## config.mk

```make
export PLATFORM = sky130hd
export DESIGN_NAME = fpu_arbiter
export DESIGN_NICKNAME = d
export VERILOG_FILES = /design/src/rtl/fpu_arbiter_pkg.sv /design/src/rtl/fpu_rr_arbiter.sv /design/src/rtl/fpu_arbiter.sv
export SDC_FILE = /design/constraint.sdc
export NUM_CORES = 1
export LEC_CHECK = 0
export ABC_AREA = 0
export CAP_MARGIN = 5
export CORE_MARGIN = 3
export CORE_UTILIZATION = 37
export CTS_CLUSTER_SIZE = 28
export DETAILED_ROUTE_END_ITERATION = 8
export PLACE_DENSITY = 0.87
export REMOVE_ABC_BUFFERS = 1
export SYNTH_ARGS = -nofsm -noshare
export SYNTH_HDL_FRONTEND = slang
export SYNTH_SLANG_ARGS = --single-unit
export TNS_END_PERCENT = 100
```

## constraint.sdc

```tcl
create_clock -name clk -period 2.2 [get_ports clk]
set_clock_uncertainty 0.15 [all_clocks]
set_input_delay 0.44 -clock clk [delete_from_list [all_inputs] [get_ports clk]]
set_output_delay 0.44 -clock clk [all_outputs]
set_load 0.01 [all_outputs]
```

## src/rtl/fpu_arbiter_pkg.sv

```systemverilog
// Shared definitions for the Fixed_Point_Unit arbiter: FPU operation codes,
// arbiter state encodings and requester ID width.
package fpu_arbiter_pkg;

    typedef enum logic [1:0] {
        FPU_ADD  = 2'b00,
        FPU_SUB  = 2'b01,
        FPU_MUL  = 2'b10,
        FPU_SQRT = 2'b11
    } fpu_op_e;

    typedef enum logic [1:0] {
        ARB_IDLE = 2'b00,
        ARB_EXEC = 2'b01,
        ARB_RESP = 2'b10
    } arb_state_e;

    localparam int unsigned NUM_REQ  = 2;
    localparam int unsigned REQ_ID_W = 1;

    // MUL and SQRT run on FPU sequencers and report completion through ready.
    function automatic logic is_multicycle(input fpu_op_e op);
        return (op == FPU_MUL) || (op == FPU_SQRT);
    endfunction

endpackage

```

## src/rtl/fpu_rr_arbiter.sv

```systemverilog
// Two-way round-robin grant: when both requesters are valid the pointer picks
// the winner, otherwise the single valid requester wins.
module fpu_rr_arbiter
    import fpu_arbiter_pkg::*;
(
    input  logic [NUM_REQ-1:0]  i_valid,
    input  logic                i_ptr,
    output logic [NUM_REQ-1:0]  o_grant,
    output logic [REQ_ID_W-1:0] o_grant_id
);

    logic w_any;

    assign w_any      = |i_valid;
    assign o_grant_id = (&i_valid) ? i_ptr : i_valid[1];
    assign o_grant    = {o_grant_id, ~o_grant_id} & {NUM_REQ{w_any}};

endmodule

```

## src/rtl/fpu_arbiter.sv

```systemverilog
// Shares one Fixed_Point_Unit between two requesters: grants round-robin, holds
// the FPU inputs for the whole operation and returns the tagged result.
module fpu_arbiter
    import fpu_arbiter_pkg::*;
#(
    parameter int unsigned WIDTH          = 32,
    parameter int unsigned TIMEOUT_CYCLES = 64,
    parameter int unsigned GUARD_CYCLES   = 2
) (
    input  logic                 clk,
    input  logic                 reset,
    input  logic [1:0]           req_valid,
    output logic [1:0]           req_ready,
    input  logic [3:0]           req_operation,
    input  logic [2*WIDTH-1:0]   req_operand_1,
    input  logic [2*WIDTH-1:0]   req_operand_2,
    output logic                 rsp_valid,
    input  logic                 rsp_ready,
    output logic                 rsp_id,
    output logic [WIDTH-1:0]     rsp_result,
    output logic                 rsp_error,
    output logic [1:0]           fpu_operation,
    output logic [WIDTH-1:0]     fpu_operand_1,
    output logic [WIDTH-1:0]     fpu_operand_2,
    input  logic [WIDTH-1:0]     fpu_result,
    input  logic                 fpu_ready,
    output logic                 busy
);

    localparam int unsigned CNT_W = $clog2(TIMEOUT_CYCLES + 1);

    arb_state_e       r_state;
    arb_state_e       w_state_nxt;
    logic             r_rr_ptr;
    logic [CNT_W-1:0] r_cnt;
    fpu_op_e          r_op;
    logic [WIDTH-1:0] r_operand_1;
    logic [WIDTH-1:0] r_operand_2;
    logic             r_rsp_id;
    logic [WIDTH-1:0] r_rsp_result;
    logic             r_rsp_error;

    logic [1:0]       w_grant;
    logic             w_grant_id;
    logic             w_accept;
    logic             w_capture;
    logic             w_timeout;

    fpu_rr_arbiter u_rr (
        .i_valid    (req_valid),
        .i_ptr      (r_rr_ptr),
        .o_grant    (w_grant),
        .o_grant_id (w_grant_id)
    );

    // NOTE: every signal written here gets a default first, so no path leaves it unassigned (no latch).
    always_comb begin
        w_state_nxt = r_state;
        w_accept    = 1'b0;
        w_capture   = 1'b0;
        w_timeout   = 1'b0;
        req_ready   = '0;
        case (r_state)
            ARB_IDLE: begin
                if (!reset) begin
                    req_ready = w_grant;
                    w_accept  = |w_grant;
                end
                if (w_accept) w_state_nxt = ARB_EXEC;
            end
            ARB_EXEC: begin
                // The MUL ready level from the previous multiply lingers into the first issue cycles.
                if (is_multicycle(r_op)) w_capture = (r_cnt >= CNT_W'(GUARD_CYCLES)) && fpu_ready;
                else                     w_capture = (r_cnt == '0);
                w_timeout = !w_capture && (r_cnt == CNT_W'(TIMEOUT_CYCLES - 1));
                if (w_capture || w_timeout) w_state_nxt = ARB_RESP;
            end
            ARB_RESP: begin
                if (rsp_ready) w_state_nxt = ARB_IDLE;
            end
            default: w_state_nxt = ARB_IDLE;
        endcase
    end

    // NOTE: sequential state uses non-blocking assignments so all registers update from pre-edge values.
    always_ff @(posedge clk) begin
        if (reset) r_state <= ARB_IDLE;
        else       r_state <= w_state_nxt;
    end

    always_ff @(posedge clk) begin
        if (reset) begin
            r_rr_ptr     <= 1'b0;
            r_cnt        <= '0;
            r_op         <= FPU_ADD;
            r_operand_1  <= '0;
            r_operand_2  <= '0;
            r_rsp_id     <= 1'b0;
            r_rsp_result <= '0;
            r_rsp_error  <= 1'b0;
        end else begin
            if (w_accept) begin
                r_op        <= fpu_op_e'(w_grant_id ? req_operation[3:2] : req_operation[1:0]);
                r_operand_1 <= w_grant_id ? req_operand_1[2*WIDTH-1:WIDTH] : req_operand_1[WIDTH-1:0];
                r_operand_2 <= w_grant_id ? req_operand_2[2*WIDTH-1:WIDTH] : req_operand_2[WIDTH-1:0];
                r_rsp_id    <= w_grant_id;
                r_rr_ptr    <= ~w_grant_id;
                r_cnt       <= '0;
            end else if (r_state == ARB_EXEC) begin
                r_cnt <= r_cnt + CNT_W'(1);
            end
            if (w_capture) begin
                r_rsp_result <= fpu_result;
                r_rsp_error  <= 1'b0;
            end else if (w_timeout) begin
                r_rsp_result <= '0;
                r_rsp_error  <= 1'b1;
            end
        end
    end

    // ADD outside EXEC keeps the FPU sequencers from being re-triggered.
    assign fpu_operation = (r_state == ARB_EXEC) ? r_op : FPU_ADD;
    assign fpu_operand_1 = r_operand_1;
    assign fpu_operand_2 = r_operand_2;
    assign rsp_valid     = (r_state == ARB_RESP);
    assign rsp_id        = r_rsp_id;
    assign rsp_result    = r_rsp_result;
    assign rsp_error     = r_rsp_error;
    assign busy          = (r_state != ARB_IDLE);

    for (genvar gi = 0; gi < 2; gi++) begin : g_hold_chk
        a_valid_held: assert property (@(posedge clk) disable iff (reset)
            (req_valid[gi] && !req_ready[gi]) |=> req_valid[gi]);
    end

endmodule
```

==> flow_summary.yaml <==
routing:
  drc: 0
  dr.pass1.iters: 7
  dr.first_iter.drc_count: 543
  vias: 4787
  drtAntennaViolNets: 0
  via_per_inst: 5.612
  wirelength_microns: 17030
  wl_per_cell_microns: 19.97
clock_network:
  clockBufferDepth: 2
  numCtsBuffers: 9
  cts_hold_buf: 0
  cts_max_level: 3
  clk_latency_ps: 340
  clk_pin_slew_ps: 70
  cts_tree: "yes"
  cts.sinks: 110
  ctsRootBufferMaster: "clkbuf_16"
power_and_ir_drop:
  power_frac_comb: 0.305
  internal-power_mw: 4.310
  pwr-share-seq: 0.401
  p_switching_mw: 1.721
  p_clk_frac: 0.294
  switching_share: 0.2853
  power.density_mw_per_mm2: 790.2
  leakage_nw: 3.258
  vdd_drop_max_uv: 394.7
sta:
  fin_crit_sh: 0.9668
  setup_violations: 0
  setup_ws_ps: 72.99
  period_minus_slack_ps: 2127
  setup_tns_ps: 0
  fmax_mhz: 470.1
  relSlewSlack: 0.5679
  worstMarginPinSlew_ps: 648.1
  grt_setup_unrepaired: "yes"
  slew_viol_final: 0
  final_hold_viol_count: 0
place:
  gp_congestion: 0.8258
  port_buffers: 273
  placed_area_sq_mm: 0.007284
  hpwl_microns: 12470
  placed_cells: 837
  post-place-ws_ps: -202.4
global_route:
  antenna_found_initial: 0
  grt_max_degree: 61
  grt_overflow_total: 0
  grt_pass1_vias: 4752
  grt_usage: 0.2451
  grt_pass1_wl_microns: 25460
cells_and_area:
  nNetsFinal: 878
  syn_to_final_growth_pct: 71.93
  fill_cells: 868
  multiInputGateArea_sq_mm: 0.001705
  diodes: 0
  drive_above_1_share: 0.09155
  fin_area_sq_mm: 0.007632
  regArea_sq_mm: 0.002202
  fin_cells: 853
  final_common_cell: "clkdlybuf4s50_1"
  final_cell_mix: "clkdlybuf4s50_1, dfxtp_1, inv_1"
synthesis:
  synth-seq-cells: 110
  ys.warnings.count: 0
  syn_area_sq_mm: 0.004439
  synth_cell_types: 36
  synthTopCellsByArea: "dfxtp_1, a222oi_1, inv_1"
  yosys.area.top_type_share: 0.4961
  seq_area_frac_synth: 0.4961
  syn_inst: 448
  yosys.area.top_type: "dfxtp_1"
  synth_area_per_cell_sq_um: 9.909
flow_run:
  cap_violations: 0
critical_path:
  cp-end-kind: "primary output"
  required_ps: 1610
  path_max_fanout: 5
  start_kind: "flop"
  crit_type: "flop to primary output"
  arrival_ps: 1540
die:
  die_h_microns: 115.5
  io_pins: 274
  die_w_microns: 115.5
  die_area_sq_mm: 0.01335
  core_area_sq_mm: 0.01156
  initial_core_util: 0.3839
  rows: 39
outcome:
  status: "completed"
min_path:
  hp-class: "flop to flop"
[what timing repair did]
item,CTS,global route
gates resized for setup,9,8
endpoints found under the setup margin,5,32
buffers inserted,0,0
hold endpoints to repair,0,0
[layer usage]
metal  global-route usage  vias to the layer above  part of all wire
met5                    0                        -                 0
met4               0.1142                        0             0.035
met1               0.2736                     2317              0.37
li1                     -                     2199                 -
met3              0.06110                       42             0.075
met2               0.4371                      229              0.52
[critical path: stages (launching register included)]
cell and delay, ps:
dfxtp_1 310, buf_4 160, nor2_4 170, inv_1 60, clkdlybuf4s50_1 480
[path summary, 6_finish.rpt]
path / start / end / slack (ps) / depth (start not counted)
worst min-delay path: rsp_id / rsp_id / 310 / 1
worst min register to register: rsp_id / rsp_id / 310 / 1
worst max register to register: r_cnt[0] / rsp_result[20] / 110 / 7
worst max-delay path: r_state[1] / busy / 70 / 4
[power groups by stage]
stage / combinational [mW] / clock, mW / sequential [mW]
2_1_floorplan: 0.550 / 0 / 2.56
3_5_place_dp: 1.81 / 0 / 2.45
6_report: 1.84 / 1.78 / 2.42
5_1_grt: 1.96 / 1.88 / 2.44
3_3_place_gp: 1.76 / 0 / 2.44
4_1_cts: 1.83 / 1.80 / 2.41
[metrics by stage]
step / total power [mW] / util / hold WS, ps
floorplan: 3.107 / - / 278.0
global placement: 4.195 / 0.6299 / 286.1
detailed placement: 4.263 / 0.6299 / 295.0
CTS: 6.041 / 0.6587 / 313.3
global route: 6.281 / 0.6600 / 335.6
finish: 6.031 / 0.6600 / 313.0
[registers in the layout, summed over array words and instances, names as in the netlist]
name           cells
fpu_operand_1     32
fpu_operand_2     32
rsp_result        32
r_cnt              7
r_op               2
r_state            2
r_rr_ptr           1
rsp_error          1
rsp_id             1
[cells by family (layout without fill, tap and decap cells)]
kind of cell,after synthesis,after routing,synth area share
xor+xnor,4,4,0.007893
simple gates,55,55,0.06060
fa+ha+maj,3,3,0.008456
flops,110,110,0.4961
buf+inv,131,393,0.1297
compound gates,145,145,0.2974
[cell type report]
class,instances,share of cell area
timing repair buffer,289,0.3789
clock buffer,11,0.03180
multi-input combinational,207,0.2234
inverter,88,0.04328
clock inverter,5,0.01066
tap,143,0.02344
sequential,110,0.2885
[synthesized netlist by cell type (all sizes together)]
cell,count
and3,3
ha,3
nor2b,2
inv,88
o31ai,1
dfxtp,110
and2,2
xnor2,3
nand2,11
a21o,4
nand3b,1
a21oi,7
o211ai,1
buf,32
a2111oi,32
a31o,32
nor3,5
nand4b,1
nor4b,1
nor4,1
o21ai,1
nor2,22
or3,1
clkbuf,11
xor2,1
a222oi,66
nand3,1
or2,1
nand2b,3
a22o,1
No activity file was read; power rests on OpenSTA's default activity.
